--- src/rtl/div_wb_buffer_pkg.sv ---
// Shared CPU package slice used by the functional-unit writeback buffers.
// ROB_LEN comes from the shared CPU configuration macro. The default below
// is used only when that configuration has not already been compiled in.
// wb_slot_t is the result record (rob_idx, rd, data) that every FU
// writeback buffer stores and forwards to the CDB arbiter.
`ifndef ROB_LEN
`define ROB_LEN 16
`endif

package div_wb_buffer_pkg;

  localparam int unsigned ROB_LEN   = `ROB_LEN;
  localparam int unsigned ROB_IDX_W = $clog2(ROB_LEN);
  localparam int unsigned RD_W      = 7;
  localparam int unsigned DATA_W    = 32;

  typedef struct packed {
    logic [ROB_IDX_W-1:0] rob_idx;
    logic [RD_W-1:0]      rd;
    logic [DATA_W-1:0]    data;
  } wb_slot_t;

endpackage

--- src/rtl/div_wb_buffer.sv ---
// Divider writeback buffer: a flush-aware circular FIFO that sits between the
// divider output stage and the writeback/CDB arbiter.
//
// Ports
//   clk        : clock. All state changes on the rising edge.
//   rst        : asynchronous, active-low reset. Empties the buffer.
//   mispredict : branch-mispredict flush strobe.
//   flush_mask : ROB entries killed while mispredict is high.
//   in_valid   : result presented by the divider output stage.
//   in_rob_idx : ROB index of the incoming result.
//   in_rd      : destination physical register of the incoming result.
//   in_data    : divide or remainder result.
//   in_ready   : buffer not full. When low, it stalls the divider pipeline.
//                It depends on registered state only.
//   wb_valid   : head result offered to the arbiter.
//   wb_rob_idx : ROB index of the offered result.
//   wb_rd      : destination register of the offered result.
//   wb_data    : data of the offered result.
//   wb_ready   : arbiter grant. A transfer occurs when wb_valid & wb_ready.
//
// DEPTH must be a power of two in the range 2..16, so that the pointers wrap
// naturally.
`ifndef ROB_LEN
`define ROB_LEN 16
`endif

module div_wb_buffer
  import div_wb_buffer_pkg::*;
#(
  parameter int unsigned DEPTH = 4
) (
  input  logic                 clk,
  input  logic                 rst,
  input  logic                 mispredict,
  input  logic [`ROB_LEN-1:0]  flush_mask,
  input  logic                 in_valid,
  input  logic [ROB_IDX_W-1:0] in_rob_idx,
  input  logic [RD_W-1:0]      in_rd,
  input  logic [DATA_W-1:0]    in_data,
  output logic                 in_ready,
  output logic                 wb_valid,
  output logic [ROB_IDX_W-1:0] wb_rob_idx,
  output logic [RD_W-1:0]      wb_rd,
  output logic [DATA_W-1:0]    wb_data,
  input  logic                 wb_ready
);

  localparam int unsigned PTR_W = $clog2(DEPTH);
  localparam int unsigned CNT_W = $clog2(DEPTH + 1);
  localparam logic [CNT_W-1:0] FULL_CNT = CNT_W'(DEPTH);

  logic [PTR_W-1:0] head_q, head_d;
  logic [PTR_W-1:0] tail_q, tail_d;
  logic [CNT_W-1:0] count_q, count_d;
  logic [DEPTH-1:0] live_q, live_d;
  wb_slot_t         slots_q [DEPTH];

  wb_slot_t head_slot;
  logic     not_empty;
  logic     head_flush;
  logic     push;
  logic     pop;
  logic     xfer;

  always_comb begin
    head_slot  = slots_q[head_q];
    not_empty  = (count_q != '0);
    head_flush = mispredict & flush_mask[head_slot.rob_idx];

    in_ready   = (count_q != FULL_CNT);
    wb_valid   = not_empty & live_q[head_q] & ~head_flush;
    wb_rob_idx = head_slot.rob_idx;
    wb_rd      = head_slot.rd;
    wb_data    = head_slot.data;

    push = in_valid & in_ready;
    xfer = wb_valid & wb_ready;
    // A dead or flushed head is dropped without being offered. This lets
    // killed entries drain at one per cycle, the same rate as real transfers.
    pop  = not_empty & (xfer | ~live_q[head_q] | head_flush);
  end

  always_comb begin
    live_d = live_q;
    for (int unsigned i = 0; i < DEPTH; i++) begin
      live_d[i] = live_q[i] & ~(mispredict & flush_mask[slots_q[i].rob_idx]);
    end
    // head == tail with both a push and a pop is impossible. An empty buffer
    // never pops and a full buffer never pushes, so these updates never collide.
    if (pop) begin
      live_d[head_q] = 1'b0;
    end
    if (push) begin
      live_d[tail_q] = ~(mispredict & flush_mask[in_rob_idx]);
    end

    head_d = pop  ? head_q + 1'b1 : head_q;
    tail_d = push ? tail_q + 1'b1 : tail_q;

    count_d = count_q;
    unique case ({push, pop})
      2'b10:   count_d = count_q + 1'b1;
      2'b01:   count_d = count_q - 1'b1;
      default: count_d = count_q;
    endcase
  end

  always_ff @(posedge clk or negedge rst) begin
    if (!rst) begin
      head_q  <= '0;
      tail_q  <= '0;
      count_q <= '0;
      live_q  <= '0;
    end else begin
      head_q  <= head_d;
      tail_q  <= tail_d;
      count_q <= count_d;
      live_q  <= live_d;
    end
  end

  // The slot payload has no reset. It is meaningful only while its live bit is set.
  always_ff @(posedge clk) begin
    if (push) begin
      slots_q[tail_q] <= '{rob_idx: in_rob_idx, rd: in_rd, data: in_data};
    end
  end

endmodule

--- config.mk ---
export PLATFORM = sky130hd
export DESIGN_NAME = div_wb_buffer
export DESIGN_NICKNAME = d
export VERILOG_FILES = /design/src/rtl/div_wb_buffer_pkg.sv /design/src/rtl/div_wb_buffer.sv
export SDC_FILE = /design/constraint.sdc
export NUM_CORES = 1
export LEC_CHECK = 0
export ABC_AREA = 1
export BUFFER_PORTS_ARGS = -buffer_cell sky130_fd_sc_hd__buf_4
export CORE_AREA = 3 3 118 120
export CTS_CLUSTER_SIZE = 14
export DETAILED_ROUTE_END_ITERATION = 16
export DIE_AREA = 0 0 121 123
export PLACE_DENSITY = 0.83
export SYNTH_ARGS = -nofsm -noshare
export SYNTH_HDL_FRONTEND = slang
export SYNTH_SLANG_ARGS = --single-unit
export TNS_END_PERCENT = 100
--- constraint.sdc ---
create_clock -name clk -period 7.51 [get_ports clk]
set_input_delay 0.751 -clock clk [delete_from_list [all_inputs] [get_ports clk]]
set_output_delay 0.751 -clock clk [all_outputs]
set_load 0.005 [all_outputs]
After elaboration in Yosys (flattened, before gate mapping)
Memory sizes are Yosys's and may differ from the RTL's.
Index checks and enable logic that the tools add are counted.
Word-level totals
  RAM bits: 172
  output and inout port bits: 45
  word-level logic and storage cells: 76
  memories: 1
  bits in registers: 11
Memory list
  slots_q: words 4, bits a word 43, read ports 5, clocked after memory_dff 0, wr ports 1, line div_wb_buffer.sv:56  | wb_slot_t slots_q [DEPTH];
Operators by class
  muxes and demuxes: 24
  reduce and logical (&&, ||, !) cells: 4
  eq/ne operators: 3
  $add $sub $neg: 4
  bitwise logic cells: 26
  magnitude comparators: 10
Operators by type and width (count)
  $lt A4 B5 Y1 const B: 6
  $bmux W1 S4: 6
  $and A1 B1 Y1: 15
  $mux W1: 11
  $mux W4: 2
  $not A1 Y1: 7
  $lt A2 B3 Y1 const B: 2
  $pmux W3 S2: 1
  $add A2 B1 Y2 const B: 2
  $and A4 B4 Y4: 1
  $bwmux W4: 1
  $demux W1 S2: 2
  $ge A2 B1 Y1 const B: 2
  $not A4 Y4: 1
  $add A3 B1 Y3 const B: 1
  $ne A3 B3 Y1 const B: 1
  $reduce_bool A3 Y1: 1
  $sub A3 B1 Y3 const B: 1
  $bmux W1 S2: 1
  $eq A2 B1 Y1 const B: 1
  $eq A2 B2 Y1 const B: 1
  $logic_and A1 B1 Y1: 2
  $or A1 B1 Y1: 2
  $reduce_bool A2 Y1: 1

Depth between registers and ports, before layout
Gate-level depths: netlist of run 1.
An unclocked memory read counts as a cell.
  depth in word-level cells: 13
  gate-level depth with buffers: 20

Worst setup path before layout of run 1
OpenSTA, ideal clock, no wires.
  path type: input to register
  start: input in_valid
  end: memory slots_q[0][0] (netlist name), enable pin
  stages on the path: 2
  path slack: 4.236 ns
  library setup time: 0.447 ns
  arrival time: 2.827 ns
  required time: 7.063 ns
  path through: nand2_1 nor2_1
Between the ends
  cells in the longest elaborated chain, start to end: 3
RTL lines
  from (decl): line div_wb_buffer.sv:36  | input logic in_valid,
  $and A1 B1 Y1: line div_wb_buffer.sv:76  | push = in_valid & in_ready;
  $mux W1: line div_wb_buffer.sv:124  | if (push) begin
  $mux W1 (implied by the code): line div_wb_buffer.sv:125  | slots_q[tail_q] <= '{rob_idx: in_rob_idx, rd: in_rd, data: in_data};
  to (decl): line div_wb_buffer.sv:56
No other way between the ends.

Worst setup path after layout of run 1
  start: register head_q[0]
  end: output wb_valid
Between the ends
  cells in the longest elaborated chain, start to end: 6
  elaborated cells on any way between the ends: 9
RTL lines
  from (decl): line div_wb_buffer.sv:52  | logic [PTR_W-1:0] head_q, head_d;
  from (signal assigned): line div_wb_buffer.sv:110  | head_q <= '0;
  from (signal assigned): line div_wb_buffer.sv:115  | head_q <= head_d;
  $mem_v2 Z4 W43
  $bmux W1 S4: line div_wb_buffer.sv:68  | head_flush = mispredict & flush_mask[head_slot.rob_idx];
  $mux W1 (implied by the code): line div_wb_buffer.sv:68
  $and A1 B1 Y1: line div_wb_buffer.sv:68
  $not A1 Y1: line div_wb_buffer.sv:71  | wb_valid = not_empty & live_q[head_q] & ~head_flush;
  $and A1 B1 Y1 *: line div_wb_buffer.sv:71
  to (decl): line div_wb_buffer.sv:41  | output logic wb_valid,
Every way passes the cells marked *; elsewhere a longest branch is shown, timed or not. The select of a mux whose other input is x is not followed.

==> qor.txt, run 1 <==
Outcome = completed
Synth Area per Inst = 11.5 um2
Vias after detailed routing = 5933
Post-Syn Instances = 700
Setup_tns = 0 ps
VDD IR max = 0.377 mV
Top FF cell, synth = edfxtp_1
Yosys warning total = 0
Post-DP HPWL = 11200 um
Later-pin clock latency in the skew report = 430 ps
# rows = 42
Max-cap violations = 0
Layout cells sized above 1 = 0.206
Final hold slack = 145 ps
Filler Cells Inserted = 859
Endpoints failing setup = 0
Final worst-path setup slack = 4030 ps
Comb power frac = 0.385
Cell area after layout = 9560 um2
Post-DRT Antenna Nets = 0
Async set-or-reset flop fraction in the synthesized netlist = 0.0601
Synth Net Count = 774
Max Clk Rate = 0.287 GHz
Synth area leader = edfxtp_1
CTS Buffer Depth = 2
Routed WL per cell = 19.3 um
Synth-to-layout area growth = 19.2%
Critical Path AT = 2730 ps
Post-DP Area = 8940 um2
Initial antenna violation count = 0
# clock sinks = 183
Hold crit path type = input pin to asynchronous set/reset pin
Slew headroom = 0.409
Clk_skew = 9.32 ps
Port Buffers = 108
NetSw = 1.38 mW
Post-Place Worst Slack = 4190 ps
Drt first pass iters = 5
Cts repair resizes = 0
DRT Wirelength = 19000 um
Leakage = 3.56 nW
Clk root buf = clkbuf_16
Synth cell types = 32
Top-area cell type share of the netlist area = 0.644
Synth top area cells = edfxtp_1 64%, o21ai_0 8.0%, nor2_1 4.4%, dfrtp_1 3.4%, o22ai_1 3.0%
Drt first-iter violations = 529
Post-CTS Setup Inserts = 0
Initial Util = 0.613
Die height = 123 um
Type of origin of the critical path = flip-flop
Hold_buf cts = 0
DRC Markers = 0
H-tree lvl count = 4
RSZ-0062 raised after global routing = false
Seq cells post-synth = 183
Total core area = 13100 um2
Switch share = 0.362
Clock power share = 0.240
Pwr dens = 400 nW/um2
Die width = 121 um
CP endpoint kind = output pin
Ports = 109
GRT Util Overall = 0.261
Die area = 14900 um2
Sequential power share = 0.375
CTS tree = yes
Global-route wire length before repair = 29400 um
Commonest cells post-synth = 172 x edfxtp_1, 128 x o21ai_0, 93 x nor2_1
Fin crit share = 0.464
GR Overflow Total = 0
Worst Tran Pin Value = 887 ps
Mapped Area = 8020 um2
Final Hold Vio Count = 0
Req. time, crit path = 6760 ps
Pin count of the biggest net entering global routing = 92
Post-layout min period = 3480 ps
Post-synth EDFFs = 172
Placer Congestion = 0.888
Final Total Pwr = 3.82 mW
ANT cells = 0
NumNets Final = 868
Vias in the first global route = 5923
Vias per cell = 6.04
Most numerous cell in the Yosys netlist = edfxtp_1
Num CTS Buffers = 17
Sequential area share after synthesis = 0.678
CP max FO = 91
Crit path kind = flip-flop to output pin
Clock transition at path regs = 70 ps
Internal = 2.44 mW
Slew Limit Fails = 0
[metrics by stage]
step	cells	util
floorplan	700	-
global placement	951	0.683
detailed placement	951	0.683
CTS	983	0.731
global route	983	0.731
finish	983	0.731
[cell usage in the layout, fill, tap and decap left out, types with 10 or more instances in the layout]
cell type	count
o22ai_1	39
a21oi_1	39
clkbuf_16	17
nor2_1	89
dfrtp_1	10
nand2_1	55
o21ai_0	128
buf_4	114
edfxtp_1	172
inv_1	34
nand3_1	44
[power by group through the flow]
| stage | combinational (mW) | clock (mW) | sequential (mW) |
|---|---|---|---|
| finish | 1.47 | 0.918 | 1.43 |
| global route | 1.63 | 0.971 | 1.45 |
| CTS | 1.48 | 0.926 | 1.43 |
| detailed placement | 1.46 | 0 | 1.45 |
| global placement | 1.39 | 0 | 1.44 |
| floorplan | 0.883 | 0 | 1.43 |
[flip-flops by register name, summed over array words and instances (netlist names)]
signal and cells:
count_q 3, tail_q 2, slots_q 172, live_q 4, head_q 2
[logic make-up after synthesis]
group,after synthesis,share of synthesized area
compound gates,217,0.145
xor+xnor,3,0.00328
fa+ha+maj,10,0.0165
buf+inv,80,0.0437
flops,183,0.678
simple gates,207,0.114
[worst paths after layout]
check	start	to	slack, ps	cells after the start
min reg2reg	count_q[0]	count_q[0]	530	1
min in group clk	in_data[18]	slots_q[2][18]	520	1
max in group asynchronous	rst	head_q[0]	7200	1
min	rst	live_q[2]	150	1
max reg2reg	head_q[0]	count_q[1]	4190	16
max	head_q[0]	wb_valid	4030	12
[worst max-delay path, cell delays in order, from the launching register on]
cell	delay, ps
dfrtp_2	400
buf_4	680
nand2_1	230
nand3_4	220
nand2_4	100
nand2_1	80
nand3_1	80
nand3_1	100
nand3_1	90
nand3_2	100
nand2_1	60
inv_1	50
buf_4	100
[layer usage]
metal | wire length [um] | vias to the layer above | track usage | share of wire
met5 | 0 | - | 0 | 0
met4 | 553 | 0 | 0.119 | 0.029
met3 | 1710 | 53 | 0.0773 | 0.090
met2 | 9180 | 292 | 0.434 | 0.48
met1 | 7540 | 2862 | 0.319 | 0.40
li1 | - | 2726 | - | -
[final cells by class]
class	count	area (um2)	area share
sequential	183	5440	0.569
clock inverter	15	193	0.0202
clock buffer	17	425	0.0445
tap	176	220	0.0230
timing repair buffer	114	856	0.0895
multi-input combinational	437	2260	0.237
inverter	41	164	0.0171
Power figures use the tool's default switching activity.
==> run 2: changes to the inputs <==
Settings changed: CORE_AREA 3 3 118 120 to 3 3 129 131, DIE_AREA 0 0 121 123 to 0 0 132 134, PLACE_DENSITY 0.83 to 0.74.
Clock period 7.51 ns to 3 ns, I/O delays scaled along.
==> qor.txt, run 2 (synthesized netlist as in run 1, its figures left out) <==
NumNets Final = 880 (+1.4%)
Type of origin of the critical path = flip-flop
Clk root buf = clkbuf_16
Post-layout min period = 2660 ps
Vias after detailed routing = 5815 (-2.0%)
CP endpoint kind = flip-flop
Worst setup path endpoint = count_q[1]
Drt first pass iters = 5 (unchanged)
Reg2reg end = count_q[1]
Hold crit path type = input pin to flip-flop
Reg2reg setup slack = 340 ps (-3850 ps)
ANT cells = 0 (unchanged)
Critical Path AT = 2990 ps (+260 ps)
Fin crit share = 0.886
Endpoints failing setup = 0 (unchanged)
DRC Markers = 0 (unchanged)
Post-DRT Antenna Nets = 0 (unchanged)
Slew headroom = 0.589 (+0.181)
Die width = 132 um (+9.1%)
CTS tree = yes
Global-route wire length before repair = 29900 um (+1.6%)
Final Hold Vio Count = 0 (unchanged)
Top flop regs = slots_q: 172 flops, live_q: 4 flops, count_q: 3 flops
GR Overflow Total = 0 (unchanged)
Port Buffers = 108 (unchanged)
Worst reg-to-reg path cell count = 15 (-1)
Hold_sp = in_data[20]
Ports = 109 (unchanged)
Clk_skew = 10.1 ps (+0.784 ps)
RSZ-0062 raised after global routing = false
Max Clk Rate = 0.376 GHz
Post-Place Worst Slack = 241 ps (-3950 ps)
Setup_tns = 0 ps (unchanged)
Die height = 134 um (+8.9%)
H-tree lvl count = 4 (unchanged)
Total core area = 15700 um2 (+20%)
Placed cells = 1002 (+5.4%)
Post-layout util = 0.615 (-0.116)
Synth-to-layout area growth = 20.4%
Clock transition at path regs = 60 ps (about the same)
# clock sinks = 183 (unchanged)
Initial antenna violation count = 0 (unchanged)
Worst Tran Pin Value = 614 ps (-273 ps)
Num CTS Buffers = 17 (unchanged)
Routed WL per cell = 18.6 um (-4.0%)
Initial Util = 0.511 (-0.103)
Final worst-path setup slack = 342 ps (-3690 ps)
GRT Util Overall = 0.217 (-0.0449)
CP max FO = 21 (-77%)
Leakage = 3.58 nW (+0.54%)
Reg2Reg Launch Point = head_q[1]
# rows = 46 (+9.5%)
Final Instance Count excl. Fillers = 1034 (+5.2%)
Post-DP HPWL = 12200 um (+9.0%)
Die area = 17700 um2 (+19%)
Commonest non-fill, non-tap cell in the layout = edfxtp_1
VDD IR max = 0.598 mV (+59%)
Later-pin clock latency in the skew report = 410 ps (-20 ps)
Vias in the first global route = 5726 (-3.3%)
Placer Congestion = 0.965 (+8.7%)
Drt first-iter violations = 566 (+7.0%)
Outcome = completed
Max-cap violations = 0 (unchanged)
Req. time, crit path = 3340 ps (-3420 ps)
Commonest non-fill, non-tap cells in the layout = 172 x edfxtp_1, 128 x o21ai_0, 124 x buf_4
Crit path kind = flip-flop to flip-flop
Pwr dens = 973 nW/um2 (+140%)
Final Total Pwr = 9.39 mW (+150%)
Largest register FFs = 172 (unchanged)
DRT Wirelength = 19200 um (+1.0%)
Vias per cell = 5.62 (-6.8%)
Crit path from = head_q[1]
CTS Buffer Depth = 2 (unchanged)
Layout cells sized above 1 = 0.216 (+0.0107)
Pin count of the biggest net entering global routing = 49 (-47%)
Slew Limit Fails = 0 (unchanged)
Reg with most FFs = slots_q
run 2: power breakdown:
| part | switching, mW | total [mW] | internal [mW] |
|---|---|---|---|
| clock network | 0.922 | 2.07 | 1.15 |
| logic | 2.27 | 3.72 | 1.46 |
| registers | 0.211 | 3.60 | 3.38 |
| total | 3.40 | 9.39 | 5.99 |
run 2: cell type report:
| type | count | area, um2 |
|---|---|---|
| multi-input cells | 437 | 2260 |
| inverters | 41 | 166 |
| well taps | 216 | 270 |
| flip-flops and latches | 183 | 5440 |
| clock buffers | 18 | 429 |
| fillers | 1230 | 6060 |
| repair buffers | 126 | 961 |
| clock inverters | 13 | 124 |
run 2: worst min path at each step:
stage,end,cells after the start
3_3_place_gp,count_q[0],1
4_1_cts,slots_q[1][37],1
6_report,slots_q[0][20],1
2_1_floorplan,count_q[0],0
5_1_grt,slots_q[2][27],1
3_5_place_dp,count_q[0],1
run 2: what timing repair did:
action                                  in CTS  in global routing
endpoints found under the setup margin       0                  1
resized for setup                            0                  3
endpoints found under the hold margin       11                  0
hold buffers                                 1                  0
buffers inserted                             0                  0
run 2: metrics by stage:
| step | hold WS (ps) | cell area, um2 |
|---|---|---|
| finish | 78.6 | 9660 |
| global route | 62.1 | 9660 |
| CTS | 62.9 | 9650 |
| detailed placement | 148 | 9090 |
| global placement | 143 | 9090 |
| floorplan | 4.41 | 8020 |
run 2: metal layers:
layer  global-route usage  vias up  part of all wire
met5                    0        -                 0
met4               0.0665        0             0.016
met3               0.0653       30             0.078
met2                0.355      244              0.48
met1                0.281     2786              0.42
li1                     -     2755                 -
run 2: worst max-delay path: stages (launching register included):
cell      delay (ps)
dfrtp_2          480
clkinv_4         220
nand3_1          160
nand2_2          110
inv_1            130
nand3_1          100
nand3_1           70
nand3_1          100
nand3_2          120
nand2_4           80
nand2_4           80
clkinv_2          60
ha_1             170
inv_1            100
fa_1             430
o21ai_0          170
